$ cat config.mk
export PLATFORM = sky130hd
export DESIGN_NAME = instr_decode_hazard_flat
export DESIGN_NICKNAME = d
export VERILOG_FILES = /design/src/rtl/instr_decode_hazard_if.sv /design/src/rtl/instr_decode_hazard.sv /design/src/flat_wrapper.sv
export SDC_FILE = /design/constraint.sdc
export NUM_CORES = 1
export LEC_CHECK = 0
export CELL_PAD_IN_SITES_DETAIL_PLACEMENT = 1
export CELL_PAD_IN_SITES_GLOBAL_PLACEMENT = 1
export CORE_ASPECT_RATIO = 0.6
export CORE_MARGIN = 2
export CORE_UTILIZATION = 42
export DETAILED_ROUTE_END_ITERATION = 8
export GPL_ROUTABILITY_DRIVEN = 0
export PLACE_DENSITY = 0.77
export SYNTH_ARGS = -nofsm -noshare
export SYNTH_HDL_FRONTEND = slang
export SYNTH_SLANG_ARGS = --single-unit
$ cat constraint.sdc
create_clock -name clk -period 5.46 [get_ports clk]
set_input_delay 1.092 -clock clk [delete_from_list [all_inputs] [get_ports clk]]
set_output_delay 1.092 -clock clk [all_outputs]
set_load 0.02 [all_outputs]
$ cat src/rtl/instr_decode_hazard_if.sv
// Fetch-to-decode handshake plus the registered control bundle that the
// register-read stage latches from the decode stage.
interface instr_decode_hazard_if #(
    parameter int STALL_CNT_W = 16
);
    logic                   instr_valid;
    logic [15:0]            instr;
    logic                   instr_ready;
    logic                   flush;
    logic [3:0]             rs;
    logic [3:0]             rt;
    logic [3:0]             rd;
    logic [7:0]             imm;
    logic                   stall;
    logic                   RegDst;
    logic                   Jump;
    logic                   Branch;
    logic                   MemRead;
    logic                   MemtoReg;
    logic                   MemWrite;
    logic                   ALUSrc;
    logic                   RegWrite;
    logic [1:0]             alu_op;
    logic                   illegal;
    logic [STALL_CNT_W-1:0] stall_count;

    // Fetch / environment side.
    modport master (
        output instr_valid, instr, flush,
        input  instr_ready, rs, rt, rd, imm, stall,
               RegDst, Jump, Branch, MemRead, MemtoReg, MemWrite, ALUSrc, RegWrite,
               alu_op, illegal, stall_count
    );

    // Decode stage side.
    modport slave (
        input  instr_valid, instr, flush,
        output instr_ready, rs, rt, rd, imm, stall,
               RegDst, Jump, Branch, MemRead, MemtoReg, MemWrite, ALUSrc, RegWrite,
               alu_op, illegal, stall_count
    );
endinterface

$ cat src/rtl/instr_decode_hazard.sv
// Decode stage: splits 16-bit instructions into register indices, immediate
// and controls, and holds back readers of registers whose writer is still in
// flight using a per-register countdown scoreboard.
module instr_decode_hazard #(
    parameter int WB_DIST     = 3,
    parameter int CNT_W       = 2,
    parameter int STALL_CNT_W = 16
) (
    input  logic                  clk,
    input  logic                  rst,
    instr_decode_hazard_if.slave  bus
);

    typedef enum logic [3:0] {
        OP_NOP  = 4'd0,
        OP_ADD  = 4'd1,
        OP_SUB  = 4'd2,
        OP_AND  = 4'd3,
        OP_OR   = 4'd4,
        OP_ADDI = 4'd5,
        OP_LW   = 4'd6,
        OP_SW   = 4'd7,
        OP_BEQ  = 4'd8,
        OP_J    = 4'd9
    } op_e;

    typedef struct packed {
        logic reg_dst;
        logic jump;
        logic branch;
        logic mem_read;
        logic mem_to_reg;
        logic mem_write;
        logic alu_src;
        logic reg_write;
    } ctrl_t;

    typedef struct packed {
        logic [3:0] rs;
        logic [3:0] rt;
        logic [3:0] rd;
        logic [7:0] imm;
        ctrl_t      ctrl;
        logic [1:0] alu_op;
    } dec_t;

    op_e        op;
    logic [3:0] fa, fb, fc;
    dec_t       dec, out_q;
    logic       src1_use, src2_use, dst_use, issuable;
    logic [3:0] src1, src2, dst;
    logic       hazard, issue, bump_stall, illegal_d;

    logic [CNT_W-1:0]       sb [16];
    logic [STALL_CNT_W-1:0] stall_count_q;
    logic                   stall_q, illegal_q;

    assign op = op_e'(bus.instr[15:12]);
    assign fa = bus.instr[11:8];
    assign fb = bus.instr[7:4];
    assign fc = bus.instr[3:0];

    // Field split, control generation and source/destination identification.
    always_comb begin
        // NOTE: every output of this block is defaulted first so no path leaves a latch.
        dec      = '0;
        src1_use = 1'b0;
        src2_use = 1'b0;
        dst_use  = 1'b0;
        src1     = '0;
        src2     = '0;
        dst      = '0;
        issuable = 1'b1;
        case (op)
            OP_ADD, OP_SUB, OP_AND, OP_OR: begin
                dec.rd = fa; dec.rs = fb; dec.rt = fc;
                dec.ctrl.reg_dst = 1'b1; dec.ctrl.reg_write = 1'b1;
                dec.alu_op = bus.instr[13:12] - 2'd1;
                src1_use = 1'b1; src1 = fb;
                src2_use = 1'b1; src2 = fc;
                dst_use  = 1'b1; dst  = fa;
            end
            OP_ADDI, OP_LW: begin
                dec.rt  = fa; dec.imm = {fb, fc};
                dec.ctrl.alu_src = 1'b1; dec.ctrl.reg_write = 1'b1;
                dec.ctrl.mem_read   = (op == OP_LW);
                dec.ctrl.mem_to_reg = (op == OP_LW);
                src1_use = 1'b1; src1 = fa;
                dst_use  = 1'b1; dst  = fa;
            end
            OP_SW: begin
                dec.rs  = fa; dec.imm = {fb, fc};
                dec.ctrl.alu_src = 1'b1; dec.ctrl.mem_write = 1'b1;
                src1_use = 1'b1; src1 = fa;
            end
            OP_BEQ: begin
                dec.rs  = fa; dec.rt = fb; dec.imm = {4'b0, fc};
                dec.ctrl.branch = 1'b1; dec.alu_op = 2'b01;
                src1_use = 1'b1; src1 = fa;
                src2_use = 1'b1; src2 = fb;
            end
            OP_J: begin
                dec.imm = {fb, fc};
                dec.ctrl.jump = 1'b1;
            end
            default: issuable = 1'b0;
        endcase
    end

    // Hazard detection against pre-edge scoreboard values and the per-edge decision.
    always_comb begin
        hazard     = bus.instr_valid &
                     ((src1_use && sb[src1] != '0) || (src2_use && sb[src2] != '0));
        issue      = bus.instr_valid & ~bus.flush & ~hazard & issuable;
        bump_stall = hazard & ~bus.flush;
        illegal_d  = bus.instr_valid & ~bus.flush & (bus.instr[15:12] >= 4'd10);
    end

    assign bus.instr_ready = ~hazard | bus.flush;

    // Scoreboard: issued destination reloads to WB_DIST, all other live counters count down.
    always_ff @(posedge clk or posedge rst) begin
        if (rst) begin
            // NOTE: the counters are real state that gates issue, so they are reset like any register.
            for (int i = 0; i < 16; i++) sb[i] <= '0;
        end else begin
            for (int i = 0; i < 16; i++) begin
                // NOTE: non-blocking updates so every counter sees the same pre-edge values.
                if (issue && dst_use && dst == 4'(i))
                    sb[i] <= CNT_W'(WB_DIST);
                else if (sb[i] != '0)
                    sb[i] <= sb[i] - CNT_W'(1);
            end
        end
    end

    // Output register: decoded bundle on issue, otherwise a zeroed bubble.
    always_ff @(posedge clk or posedge rst) begin
        if (rst) begin
            out_q     <= '0;
            stall_q   <= 1'b1;
            illegal_q <= 1'b0;
        end else begin
            out_q     <= issue ? dec : '0;
            stall_q   <= ~issue;
            illegal_q <= illegal_d;
        end
    end

    // Saturating count of bubbles caused by RAW hazards.
    always_ff @(posedge clk or posedge rst) begin
        if (rst)
            stall_count_q <= '0;
        else if (bump_stall && stall_count_q != '1)
            stall_count_q <= stall_count_q + STALL_CNT_W'(1);
    end

    assign bus.rs          = out_q.rs;
    assign bus.rt          = out_q.rt;
    assign bus.rd          = out_q.rd;
    assign bus.imm         = out_q.imm;
    assign bus.RegDst      = out_q.ctrl.reg_dst;
    assign bus.Jump        = out_q.ctrl.jump;
    assign bus.Branch      = out_q.ctrl.branch;
    assign bus.MemRead     = out_q.ctrl.mem_read;
    assign bus.MemtoReg    = out_q.ctrl.mem_to_reg;
    assign bus.MemWrite    = out_q.ctrl.mem_write;
    assign bus.ALUSrc      = out_q.ctrl.alu_src;
    assign bus.RegWrite    = out_q.ctrl.reg_write;
    assign bus.alu_op      = out_q.alu_op;
    assign bus.stall       = stall_q;
    assign bus.illegal     = illegal_q;
    assign bus.stall_count = stall_count_q;

endmodule

$ cat src/flat_wrapper.sv
// flat-port wrapper written by rule: the top's interface ports become plain ports
module instr_decode_hazard_flat 
#(
    parameter int WB_DIST     = 3,
    parameter int CNT_W       = 2,
    parameter int STALL_CNT_W = 16
)
  (clk, rst, bus_instr_valid, bus_instr, bus_flush, bus_instr_ready, bus_rs, bus_rt, bus_rd, bus_imm, bus_stall, bus_RegDst, bus_Jump, bus_Branch, bus_MemRead, bus_MemtoReg, bus_MemWrite, bus_ALUSrc, bus_RegWrite, bus_alu_op, bus_illegal, bus_stall_count);
  instr_decode_hazard_if #(.STALL_CNT_W(STALL_CNT_W)) bus_i ();
  input  logic clk;
  input  logic rst;
  input wire logic [$bits(bus_i.instr_valid)-1:0] bus_instr_valid;
  input wire logic [$bits(bus_i.instr)-1:0] bus_instr;
  input wire logic [$bits(bus_i.flush)-1:0] bus_flush;
  output wire logic [$bits(bus_i.instr_ready)-1:0] bus_instr_ready;
  output wire logic [$bits(bus_i.rs)-1:0] bus_rs;
  output wire logic [$bits(bus_i.rt)-1:0] bus_rt;
  output wire logic [$bits(bus_i.rd)-1:0] bus_rd;
  output wire logic [$bits(bus_i.imm)-1:0] bus_imm;
  output wire logic [$bits(bus_i.stall)-1:0] bus_stall;
  output wire logic [$bits(bus_i.RegDst)-1:0] bus_RegDst;
  output wire logic [$bits(bus_i.Jump)-1:0] bus_Jump;
  output wire logic [$bits(bus_i.Branch)-1:0] bus_Branch;
  output wire logic [$bits(bus_i.MemRead)-1:0] bus_MemRead;
  output wire logic [$bits(bus_i.MemtoReg)-1:0] bus_MemtoReg;
  output wire logic [$bits(bus_i.MemWrite)-1:0] bus_MemWrite;
  output wire logic [$bits(bus_i.ALUSrc)-1:0] bus_ALUSrc;
  output wire logic [$bits(bus_i.RegWrite)-1:0] bus_RegWrite;
  output wire logic [$bits(bus_i.alu_op)-1:0] bus_alu_op;
  output wire logic [$bits(bus_i.illegal)-1:0] bus_illegal;
  output wire logic [$bits(bus_i.stall_count)-1:0] bus_stall_count;
  assign bus_i.instr_valid = bus_instr_valid;
  assign bus_i.instr = bus_instr;
  assign bus_i.flush = bus_flush;
  assign bus_instr_ready = bus_i.instr_ready;
  assign bus_rs = bus_i.rs;
  assign bus_rt = bus_i.rt;
  assign bus_rd = bus_i.rd;
  assign bus_imm = bus_i.imm;
  assign bus_stall = bus_i.stall;
  assign bus_RegDst = bus_i.RegDst;
  assign bus_Jump = bus_i.Jump;
  assign bus_Branch = bus_i.Branch;
  assign bus_MemRead = bus_i.MemRead;
  assign bus_MemtoReg = bus_i.MemtoReg;
  assign bus_MemWrite = bus_i.MemWrite;
  assign bus_ALUSrc = bus_i.ALUSrc;
  assign bus_RegWrite = bus_i.RegWrite;
  assign bus_alu_op = bus_i.alu_op;
  assign bus_illegal = bus_i.illegal;
  assign bus_stall_count = bus_i.stall_count;
  instr_decode_hazard #(.WB_DIST(WB_DIST), .CNT_W(CNT_W), .STALL_CNT_W(STALL_CNT_W)) u_core (.clk(clk), .rst(rst), .bus(bus_i));
endmodule
==> impl_results.md, run 1 <==
* Flop pwr share at between 30% and 40%
* Total power per unit cell area at about 440 nW/um^2
* Net switching power of the design at 864 uW
* Half-perimeter wire length after detailed placement at ~9.5 mm
* Remaining Overflow, GRT at 0
* Max capacitance violation total at 0
* Post-synthesis instance area at ~4300 um^2
* Initial antenna violation count at 0
* Clock network latency to the later pin of the worst-skew pair at approximately 0.35 ns
* Post-placement cell area at ~5300 um^2
* Vert. Die Dim at 82.7 um
* Routed via count at 3698
* Via/cell ratio at roughly 5.7
* Initial standard-cell utilization of the core at a little over two fifths
* Final cell count without fillers at 650
* Remaining routing DRC violations at 0
* Final instance area at between 5000 and 6000 um^2
* Largest fanout on the critical path at 7
* Synthesis-to-finish area growth at 28.8%
* Final setup margin at about 0.25 ns
* CP endpoint kind: output port
* Final Hold Violating Endpoints at 0
* Mapped Cells at 427
* Number of nets with antenna violations after routing at 0
* Port buffer count at 68
* Sequential element share of the synthesized area at ~46%
* Net Sw Frac at 35.0%
* Count of nets after finishing at around 550
* Most common cell after layout, fill and taps aside: dfrtp_1
* CTS sink cnt at approximately 80
* Max Transition Viols Final at 0
* Final period util at approximately 95%
* Number of synthesized flops with an enable pin at 0
* Die Width at ~140 um
* Synth Net Count at between 400 and 500
* Min Clock Period, post-route at roughly 5.2 ns
* Antenna Cells at 0
* Top library cells by usage in the layout, fill and taps aside: dfrtp_1 (78), clkdlybuf4s50_1 (67), inv_1 (36)
* Unrepaired setup endpoints after global routing: false
* Ratio of cells with drive above 1 in the final layout at around an eighth
* Worst rel slew slack at 44.3%
* Largest net degree at the start of global routing at 43
* Sum of negative setup slack at 0 ns
* Floorplan row count at 28
* Outcome: complete, no violations
* Least-Margin Pin Slew at 0.827 ns
* Required time reported for the critical path endpoint at between 4 and 5 ns
* Std-Cell Core Area at roughly 9900 um^2
* WP data arrival at between 4 and 5 ns
* Routed wire length per instance at slightly below 20 um
* Number of clock buffers inserted by TritonCTS at 9
* Clk slew on worst S/H paths at approximately 0.060 ns
* Post-CTS Setup Repair Bufs at 0
* Number of synthesis warnings at 0
* Part of the total power dissipated in the clock network at roughly a quarter
* Startpoint Class: input pin
* FFs w/ async S/R, synth at between 90% and 100%
* Placed cells at 635
* Pre-antenna DRT Iters at 5
* Worst supply voltage drop on vdd at roughly 0.00025 V
* Cell internal power dissipation at around 1.6 mW
* Setup-failing EPs final at 0
* Flip-flop and latch count after synthesis at 79
* Main synth FF type: dfrtp_1
* Wirelength, routed at between 10 and 15 mm
* Die Footprint at approximately 11000 um^2
* Maximum buffer depth of the clock tree at 2
* Syn_area_per_cell at 10.2 um^2
* Worst clock skew at between 0.007 and 0.008 ns
* Reported leakage power at ~2.6 nW
* Hold buffers post-CTS at 0
* Io pins at 69
* Tot GR Track Use at a little under a quarter
* Fmax at 0.192 GHz
* CTS H-tree lvls at 3
* Post-place setup slack at -0.131 ns
* Count of routing violations after the opening detailed-route iteration at 244
* Critical path class: in2out
* Cell at the root of the clock tree: clkbuf_16
* Combinational power share at a little under two fifths
* Post-synthesis cell type count at 56
* TritonCTS clock tree: done
* Number of global-route vias before repair at 3757
* Worst min-delay path category: reg2reg
* Wire length of the first global-routing pass at around 20 mm
[registers in the layout (all words and copies together), names as in the netlist]
| register | count |
|---|---|
| u_core.bus.ALUSrc | 1 |
| u_core.bus.Branch | 1 |
| u_core.bus.Jump | 1 |
| u_core.bus.MemRead | 1 |
| u_core.bus.MemWrite | 1 |
| u_core.bus.RegDst | 1 |
| u_core.bus.RegWrite | 1 |
| u_core.bus.alu_op | 2 |
| u_core.bus.illegal | 1 |
| u_core.bus.imm | 8 |
| u_core.bus.rd | 4 |
| u_core.bus.rs | 4 |
| u_core.bus.rt | 4 |
| u_core.bus.stall | 1 |
| u_core.bus.stall_count | 16 |
| u_core.sb | 32 |
[stage by stage]
stage / util (%) / hold WS [ns] / power [mW]
3_3_place_gp: 53.0 / 0.476 / 1.74
3_5_place_dp: 53.0 / 0.480 / 1.83
2_1_floorplan: - / 0.483 / 1.54
5_1_grt: 56.1 / 0.522 / 2.64
6_report: 56.1 / 0.489 / 2.47
4_1_cts: 56.2 / 0.492 / 2.48
[power groups by stage]
stage          Clock (mW)  Sequential [mW]  Combinational (mW)
6_report            0.637            0.884               0.948
5_1_grt             0.672            0.903                1.07
4_1_cts             0.645            0.880               0.956
3_5_place_dp            0            0.888               0.943
3_3_place_gp            0            0.876               0.863
2_1_floorplan           0            0.869               0.672
[cell usage after synthesis (2+ instances only)]
| library cell | instances | area, um^2 |
|---|---|---|
| and2_1 | 12 | 75.1 |
| o31ai_1 | 24 | 180 |
| nand3_1 | 14 | 70.1 |
| buf_4 | 4 | 30.0 |
| mux4_2 | 2 | 45.0 |
| o211ai_1 | 2 | 15.0 |
| a21oi_1 | 16 | 80.1 |
| nor2_1 | 34 | 128 |
| xor2_1 | 16 | 140 |
| mux2_2 | 12 | 135 |
| o311ai_0 | 6 | 52.6 |
| nand4_1 | 13 | 81.3 |
| a22o_1 | 3 | 26.3 |
| o21ai_0 | 11 | 55.1 |
| buf_1 | 3 | 11.3 |
| nand2b_1 | 7 | 43.8 |
| nand2_1 | 14 | 52.6 |
| nor2b_1 | 2 | 12.5 |
| buf_2 | 4 | 20.0 |
| inv_1 | 37 | 139 |
| mux2i_1 | 3 | 30.0 |
| clkbuf_1 | 9 | 33.8 |
| ha_1 | 21 | 263 |
| o311a_1 | 2 | 20.0 |
| a22oi_1 | 6 | 45.0 |
| nand4b_1 | 2 | 17.5 |
| and3b_1 | 2 | 17.5 |
| and3_1 | 18 | 113 |
| o32ai_1 | 2 | 17.5 |
| dfrtp_1 | 78 | 1950 |
| xnor2_1 | 15 | 131 |
| nor3_1 | 4 | 20.0 |
| a21boi_0 | 3 | 22.5 |
| or3_1 | 3 | 18.8 |
| a211oi_1 | 2 | 15.0 |
[per-layer routing]
| metal | vias to the layer above | part of all wire [%] | wire [um] | GRT usage (%) |
|---|---|---|---|---|
| met5 | - | 0 | 0 | 0 |
| met4 | 0 | 0.91 | 116 | 4.90 |
| met3 | 13 | 7.7 | 981 | 6.29 |
| met2 | 146 | 44 | 5640 | 38.4 |
| met1 | 1851 | 47 | 5980 | 33.2 |
| li1 | 1688 | - | - | - |
[final timing paths]
path                                                             from                               endpoint  slack [ns]  depth (start not counted)
worst max-delay path                                    bus_instr[13]                        bus_instr_ready        0.25                         13
worst min-delay path            u_core.bus.stall_count[8]$_DFFE_PP0P_  u_core.bus.stall_count[8]$_DFFE_PP0P_        0.49                          1
worst max register to register               u_core.sb[3]$_DFFE_PP0P_            u_core.bus.imm[2]$_DFF_PP0_        2.84                          9
worst min register to register  u_core.bus.stall_count[8]$_DFFE_PP0P_  u_core.bus.stall_count[8]$_DFFE_PP0P_        0.49                          1
max in group asynchronous                                         rst               u_core.sb[8]$_DFFE_PP0P_        3.35                          3
min in group asynchronous                                         rst             u_core.bus.rd[2]$_DFF_PP0_        1.14                          2
[critical path, stage by stage]
cell	delay, ns
clkdlybuf4s50_1	0.53
inv_1	0.08
ha_1	0.25
or4_1	0.58
nand4b_2	0.21
buf_4	0.15
nand4_1	0.09
o311ai_0	0.10
a21boi_0	0.16
o41ai_2	0.41
nand3_1	0.18
nand2_1	0.11
clkbuf_2	0.17
[repair_timing]
action                                 in CTS  in global routing
gates resized for setup                     2                  2
setup endpoints to repair                   1                  1
endpoints found under the hold margin       0                  0
gates cloned                                0                  0
pin swaps                                   0                  1
[layout make-up]
class,instances,area [um^2]
clock buffers,11,243
clock inverters,4,70.1
fillers,1115,4370
inverters,38,144
multi-input cells,289,2110
flip-flops and latches,79,1980
well taps,135,169
repair buffers,94,871
[kinds of logic after synthesis]
family          synth area share (%)
xor+xnor                        6.26
mux                             5.45
buf+inv                         5.74
flops                           45.6
fa+ha+maj                       6.06
simple gates                    17.2
compound gates                  13.6
No activity file was read; power rests on OpenSTA's default activity.
==> run 2: changes to the inputs <==
ABC_CLOCK_PERIOD_IN_PS = 5460   (was not set)
CAP_MARGIN = 10   (was not set)
==> results of run 2 <==
The final DEF is identical to that of run 1; final timing and power are the same.
